$ cat src/rtl/dma_burst_controller.sv
// DMA engine that moves a device buffer into data memory in 4-word bursts.
// It arbitrates for the bus via BR/BG, can release the bus between bursts, and signals completion with dma_end_int.
module dma_burst_controller #(
  parameter int WORD_SIZE   = 16,
  parameter int BURST_WORDS = 4,
  parameter int STEAL_GAP   = 1
) (
  input  logic                            clk,
  input  logic                            reset,
  input  logic                            cmd,
  input  logic [WORD_SIZE-1:0]            cmd_addr,
  input  logic [WORD_SIZE-1:0]            cmd_len,
  input  logic                            BG,
  output logic                            BR,
  input  logic [BURST_WORDS*WORD_SIZE-1:0] dev_data,
  output logic [WORD_SIZE-1:0]            dev_idx,
  output logic [WORD_SIZE-1:0]            d_address,
  output logic [BURST_WORDS*WORD_SIZE-1:0] d_data,
  output logic                            d_writeM,
  input  logic                            doneWrite_d,
  output logic                            busy,
  output logic                            dma_end_int
);

  localparam int W  = WORD_SIZE;
  localparam int DW = BURST_WORDS * WORD_SIZE;
  localparam int GW = (STEAL_GAP > 2) ? $clog2(STEAL_GAP) : 1;
  localparam logic [GW-1:0] GAP_LOAD = GW'((STEAL_GAP > 0) ? STEAL_GAP - 1 : 0);

  typedef enum logic [2:0] {
    S_IDLE,
    S_REQ,
    S_XFER,
    S_NEXT,
    S_GAP,
    S_DONE
  } state_t;

  state_t          state_q, state_d;
  logic [W-1:0]    base_q, base_d;
  logic [W-1:0]    nbursts_q, nbursts_d;
  logic [W-1:0]    k_q, k_d;
  logic [GW-1:0]   gap_q, gap_d;
  logic            br_q, br_d;
  logic            wr_q, wr_d;
  logic            busy_q, busy_d;
  logic            end_q, end_d;
  logic [W-1:0]    addr_q, addr_d;
  logic [DW-1:0]   data_q, data_d;
  logic [W-1:0]    cmd_nbursts;
  logic            xfer_entry;

  // A partial final burst still occupies a whole burst slot.
  assign cmd_nbursts = {2'b00, cmd_len[W-1:2]} + {{(W-1){1'b0}}, |cmd_len[1:0]};

  // NOTE: memories and state use non-blocking assignments so every flop samples
  // the pre-edge values; blocking here would create order-dependent simulation.
  always_ff @(posedge clk or posedge reset) begin
    if (reset) begin
      state_q   <= S_IDLE;
      base_q    <= '0;
      nbursts_q <= '0;
      k_q       <= '0;
      gap_q     <= '0;
      br_q      <= 1'b0;
      wr_q      <= 1'b0;
      busy_q    <= 1'b0;
      end_q     <= 1'b0;
      addr_q    <= '0;
      data_q    <= '0;
    end else begin
      state_q   <= state_d;
      base_q    <= base_d;
      nbursts_q <= nbursts_d;
      k_q       <= k_d;
      gap_q     <= gap_d;
      br_q      <= br_d;
      wr_q      <= wr_d;
      busy_q    <= busy_d;
      end_q     <= end_d;
      addr_q    <= addr_d;
      data_q    <= data_d;
    end
  end

  // NOTE: every comb output gets a default first, so no path leaves it unassigned
  // and no latch is inferred.
  always_comb begin
    state_d   = state_q;
    base_d    = base_q;
    nbursts_d = nbursts_q;
    k_d       = k_q;
    gap_d     = gap_q;
    unique case (state_q)
      S_IDLE: begin
        if (cmd) begin
          base_d    = cmd_addr;
          nbursts_d = cmd_nbursts;
          k_d       = '0;
          state_d   = (cmd_nbursts == '0) ? S_DONE : S_REQ;
        end
      end
      S_REQ: begin
        if (BG) state_d = S_XFER;
      end
      S_XFER: begin
        // A completed write wins over a simultaneous grant loss.
        if (doneWrite_d) begin
          k_d = k_q + W'(1);
          if (k_q + W'(1) == nbursts_q) begin
            state_d = S_DONE;
          end else if (STEAL_GAP == 0) begin
            state_d = S_NEXT;
          end else begin
            state_d = S_GAP;
            gap_d   = GAP_LOAD;
          end
        end else if (!BG) begin
          state_d = S_REQ;
        end
      end
      S_NEXT: begin
        state_d = BG ? S_XFER : S_REQ;
      end
      S_GAP: begin
        if (gap_q == '0) state_d = S_REQ;
        else             gap_d   = gap_q - GW'(1);
      end
      S_DONE: begin
        state_d = S_IDLE;
      end
      default: begin
        state_d = S_IDLE;
      end
    endcase
  end

  // Outputs are decoded from the next state so they appear as registered values
  // in the same cycle the FSM enters that state.
  always_comb begin
    br_d       = (state_d == S_REQ) || (state_d == S_XFER) || (state_d == S_NEXT);
    wr_d       = (state_d == S_XFER);
    busy_d     = (state_d != S_IDLE) && (state_d != S_DONE);
    end_d      = (state_d == S_DONE);
    xfer_entry = (state_d == S_XFER) && (state_q != S_XFER);
    addr_d     = xfer_entry ? base_q + (k_q << 2) : addr_q;
    data_d     = xfer_entry ? dev_data : data_q;
  end

  assign BR          = br_q;
  assign d_writeM    = wr_q;
  assign busy        = busy_q;
  assign dma_end_int = end_q;
  assign d_address   = addr_q;
  assign d_data      = data_q;
  assign dev_idx     = k_q;

endmodule

$ cat config.mk
export PLATFORM = sky130hd
export DESIGN_NAME = dma_burst_controller
export DESIGN_NICKNAME = d
export VERILOG_FILES = /design/src/rtl/dma_burst_controller.sv
export SDC_FILE = /design/constraint.sdc
export NUM_CORES = 1
export LEC_CHECK = 0
export ABC_CLOCK_PERIOD_IN_PS = 4700
export CORE_MARGIN = 5
export CORE_UTILIZATION = 48
export CTS_CLUSTER_DIAMETER = 50
export DETAILED_ROUTE_END_ITERATION = 8
export PLACE_DENSITY = 0.86
export RECOVER_POWER = 50
export SETUP_SLACK_MARGIN = 0.2
export SYNTH_ARGS = -nofsm -noshare
export SYNTH_HDL_FRONTEND = slang
export SYNTH_SLANG_ARGS = --single-unit
$ cat constraint.sdc
create_clock -name clk -period 4.7 [get_ports clk]
set_input_delay 0.705 -clock clk [delete_from_list [all_inputs] [get_ports clk]]
set_output_delay 0.705 -clock clk [all_outputs]
set_load 0.02 [all_outputs]
After elaboration in Yosys (flattened, before gate mapping)
Cells that the tools add are included.
Operators by class
  add/sub/neg operators: 4
  eq/ne operators: 14
  mux-type cells: 16
  reduce and logical (&&, ||, !) cells: 13
Operator list (number)
  16-bit 2-to-1 mux: 2
  16-bit one-hot mux with 2 select lines: 1
  3-bit 2-to-1 mux: 6
  16-bit by 1-bit adder with 16-bit output, second input constant: 1
  16-bit adder: 1
  16-bit equality test: 1
  16-bit logical NOT: 1
  14-bit by 1-bit adder with 15-bit output: 1
  3-bit one-hot mux with 5 select lines: 1
  3-bit by 2-bit equality test with 1-bit output, second input constant: 4
  3-bit by 1-bit equality test with 1-bit output, second input constant: 2
  3-bit equality test, second input constant: 2
  2-bit inequality test, second input constant: 3
  3-bit AND reduction: 2
  1-bit 2-to-1 mux: 4
  2-bit nonzero test: 2
  3-bit logical NOT: 1
  3-bit by 2-bit inequality test with 1-bit output, second input constant: 1
  3-bit inequality test, second input constant: 1
  3-bit nonzero test: 1
  1-bit logical AND: 2
  1-bit logical OR: 2
  2-bit 2-to-1 mux: 1
  1-bit one-hot mux with 2 select lines: 1
  3 further kinds: 3
Word-level totals
  register bits after elaboration: 136
  word-level logic and storage cells: 58

Longest topological paths before layout
  depth after elaboration: 9
  mapped depth: 11
  gate-level depth less buffers: 10

Worst setup path after synthesis
Ideal clock, no wire load.
  path kind: input -> register
  from: in cmd_len[1]
  to: reg busy_q, in the netlist busy
  arrival time: 2691 ps
  setup slack: 1884 ps
  stages on the path: 11
  buffers on the path: 1
  cells stage by stage: or2_2 ha_1 ha_1 clkbuf_1 nand2_1 nor3_1 nand4_1 mux2i_1 and3_1 a311o_1 mux2_4
On the way
  word-level cells in the longest chain between the ends: 8
  elaborated cells between the ends (all ways): 9
RTL lines
  from (decl): RTL line 12  | input logic [WORD_SIZE-1:0] cmd_len,
  2-bit OR reduction (*): RTL line 54  | assign cmd_nbursts = {2'b00, cmd_len[W-1:2]} + {{(W-1){1'b0}}, |cmd_len[1:0]};
  14-bit by 1-bit adder with 15-bit output (*): RTL line 54
  16-bit logical NOT (*): RTL line 100  | state_d = (cmd_nbursts == '0) ? S_DONE : S_REQ;
  3-bit 2-to-1 mux (*): RTL line 100
  3-bit 2-to-1 mux (*): RTL line 96  | if (cmd) begin
  3-bit one-hot mux with 5 select lines (*): RTL line 94  | unique case (state_q)
  3-bit inequality test / 3-bit nonzero test (equally long branches): RTL line 143  | busy_d = (state_d != S_IDLE) && (state_d != S_DONE);
  1-bit logical AND (*): RTL line 143
  via busy_d: RTL line 46  | logic busy_q, busy_d;
  to (signal assigned): RTL line 79  | busy_q <= busy_d;
  to (decl): RTL line 46
The timed path passes the listed nets; every way through them passes the cells marked *.
A chain may end at the register's enable or synchronous reset.

==> run summary <==
The layout net count came out at 943. The clock latency reported for the late side of the worst-skew pair came out at 410 ps. The max-slew violation count is 68.

The path category of the worst min-delay check is reg -> reg. The share of Yosys cell area claimed by the top area cell type came out at 0.503. The chip height came out at 128 um. The pin slew with the least headroom to its limit came out at 2900 ps. 201 I/O pins were placed.

The first-pass iteration count of the detailed router is 4. During synthesis, Yosys emitted a total of 0 warnings. Setup repair after global routing left no endpoint under its margin. For this block, the initial DRC count from the detailed router was 356. The kind of start point of the critical path is a primary input. Measured against its own limit, the worst slew margin works out to -0.947.

The internal reg-to-reg setup slack is 1830 ps. The number of setup violations in the final report came out at 0. The cell at the root of the clock tree is sky130_fd_sc_hd__clkbuf_16. Global routing finished with a remaining overflow of 0.

The post-layout minimum cycle time came out at 3280 ps. The area growth from synthesis to layout is 41.0%. Counting instances, the worst hold path has a depth of 2. Of the cells placed in the final design, the portion with a size suffix greater than 1 is 0.144. The maximum clock rate came out at 0.305 GHz. The number of buffers inserted by post-CTS setup repair is 0. The leakage dissipation is 3.93 nW.

The number of buffers between clock root and the deepest sink is 2. The net count after synthesis is 744. In this run the critical register-to-register path is launched from state_q[2].

The critical path data required time came out at 5160 ps. The number of flip-flops and latches in the synthesized netlist is 134. The maximum vdd ir drop came out at 0.263 mV. The total half-perimeter wirelength after legalization and detailed placement came out at 12900 um. The number of flops mapped to enable cells by yosys is 0. The global-route wire length before repair is 27400 um.

The cell type with the highest aggregate area in the netlist is sky130_fd_sc_hd__dfrtp_1. The number of rows created at floorplan is 43. The final critical-path share of the clock period is 0.698.

For this run, asynchronously set or reset flops after synthesis account for 1.00. The path with the worst hold slack has its endpoint at base_q[0]. The H-tree generated during clock tree synthesis spans 4 levels. The final cell utilization of the core came out at 0.682. After synthesis the cells add up to 6660 um2.

The number of DRC violations after detailed routing is 0. The initial core utilization is 0.484. The floorplan step defined a core boundary enclosing 13800 um2.

The initial antenna violation count was 1. The count of clock tree sinks came out at 134. The worst hold path startpoint is base_q[0]. The most used flip-flop cell after synthesis is sky130_fd_sc_hd__dfrtp_1. The total negative setup slack came out at 0 ps. The pin count of the biggest net entering global routing is 68.

The combined global-route utilization of all metal layers came out at 0.212. The post-route antenna net violation count is 0. The type of destination of the critical path is an asynchronous set/reset pin.

For this design the ratio of total power to cell area is 607 nW/um2. The filler-free cell count of the finished design is 1017. The total die area came out at 16300 um2. The tool flagged a number of max-cap violations equal to 1. TritonCTS built the clock tree. The synthesized instance count came out at 626. The via count of the first global-routing pass is 5483. The checks that failed: capacitance limit, slew limit.

The average vias per placed instance came out at 5.37. The routed wire length per instance came out at 17.3 um. The per-instance average area after synthesis came out at 10.6 um2. Synthesis instantiated 61 different standard cells from the library.

Final hold analysis gives a worst-case slack of 475 ps. The number of placed cells counting well taps is 986. The worst path arrival time came out at 3750 ps.

The post-cts repair resize count came out at 0. Clock-pin slew was measured on the worst setup and hold paths at 60 ps. The most common cell in the synthesized netlist is sky130_fd_sc_hd__dfrtp_1. The count of buffers added on input and output ports is 200.

The total count of hold-check failures in the final report is 0. The critical path start-end classification is in -> async. The floorplan step set the die width to 128 um. Wires add up to 17600 um.

The total number of vias came out at 5465. Ranked by total cell area, the synthesized netlist is headed by sky130_fd_sc_hd__dfrtp_1 50%, sky130_fd_sc_hd__mux2_2 11%, sky130_fd_sc_hd__nand2_1 5.7%. The flow ran to the end, but the final reports show violations. The number of hold buffers added after CTS is 0.

The placer congestion estimate came out at 0.851. The number of buffers created by CTS came out at 17. The worst register-to-register path has a depth of 5. The final worst clock skew is 10.7 ps. The endpoint identified for the worst register-to-register timing path is dev_idx[5]. Counting instances in the post-synthesis netlist gives the leading cell types as 134 x sky130_fd_sc_hd__dfrtp_1, 102 x sky130_fd_sc_hd__nand2_1, 68 x sky130_fd_sc_hd__mux2_2. The critical-path maximum fanout came out at 67.

The sequential cell area fraction in the yosys report came out at 0.503.
metal layers:
| layer | GRT usage | vias up | part of all wire |
|---|---|---|---|
| li1 | - | 2616 | - |
| met1 | 0.259 | 2614 | 0.41 |
| met2 | 0.363 | 206 | 0.50 |
| met3 | 0.0508 | 29 | 0.068 |
| met4 | 0.0774 | 0 | 0.021 |
| met5 | 0 | - | 0 |
placed cells by master (no fill, tap or decap), drive strengths merged, types with 4 or more instances in the layout:
cell type        n
nor2            27
dlygate4sd3      4
nand4            9
nor3b            4
a21oi           16
clkinvlp         6
clkinv           4
clkdlybuf4s50  196
buf              5
mux2            69
xnor2           20
o41ai            4
ha              16
and3             6
a31oi            7
nor4             5
dfrtp          134
o21ai           52
nor2b            8
xor2            22
inv             14
nand2          103
clkbuf          22
o31ai           11
nand3           15
nor3            11
worst max-delay path by stage:
stage / depth (start not counted) / startpoint / to / slack (ps)
after floorplan: 1 / reset / BR / 410
after CTS: 11 / cmd_len[1] / busy / 1690
after global placement: 11 / cmd_len[1] / busy / 1370
after global routing: 3 / reset / base_q[2] / 770
final: 3 / reset / base_q[2] / 1420
after detailed placement: 11 / cmd_len[1] / busy / 1250
area by class of cell:
type / count / area (um2)
diodes: 1 / 2.50
multi-input cells: 449 / 3130
fillers: 1040 / 4370
inverters: 14 / 53.8
flip-flops and latches: 134 / 3350
repair buffers: 209 / 2070
well taps: 180 / 225
clock inverters: 12 / 130
clock buffers: 18 / 439
per-stage QoR:
step | cell area [um2] | total power, mW | setup slack, ps
5_1_grt | 9400 | 6.01 | 766
3_5_place_dp | 8860 | 4.46 | 1250
2_1_floorplan | 6660 | 3.32 | 412
6_report | 9400 | 5.70 | 1420
3_3_place_gp | 8860 | 4.37 | 1370
4_1_cts | 9430 | 5.76 | 1690
worst max-delay path, cell delays in order:
cell	delay, ps
sky130_fd_sc_hd__dlygate4sd3_1	550
sky130_fd_sc_hd__clkinvlp_2	1640
sky130_fd_sc_hd__clkbuf_2	820
cells by family after synthesis:
kind of cell,after synthesis,share of synthesized area
adders and majority gates,17,0.0330
DFF,134,0.503
and+or+nand+nor,207,0.153
AOI/OAI and AO/OA,112,0.109
buffers and inverters,43,0.0259
muxes,71,0.120
xor gates and xnor gates,42,0.0552
sequential cells by signal (all words and copies together), names as in the netlist:
register / flops
state_q: 3
dev_idx: 16
base_q: 16
busy: 1
dma_end_int: 1
d_address: 16
nbursts_q: 15
d_writeM: 1
d_data: 64
BR: 1
report_power, final:
group          total (mW)  internal, mW  switching [mW]  leakage (nW)
Sequential           1.97          1.65           0.321          1.65
Combinational        2.46          1.23            1.22          2.02
Clock                1.27         0.786           0.488         0.266
Total                5.70          3.67            2.03          3.93
No activity file was read; power rests on OpenSTA's default activity.
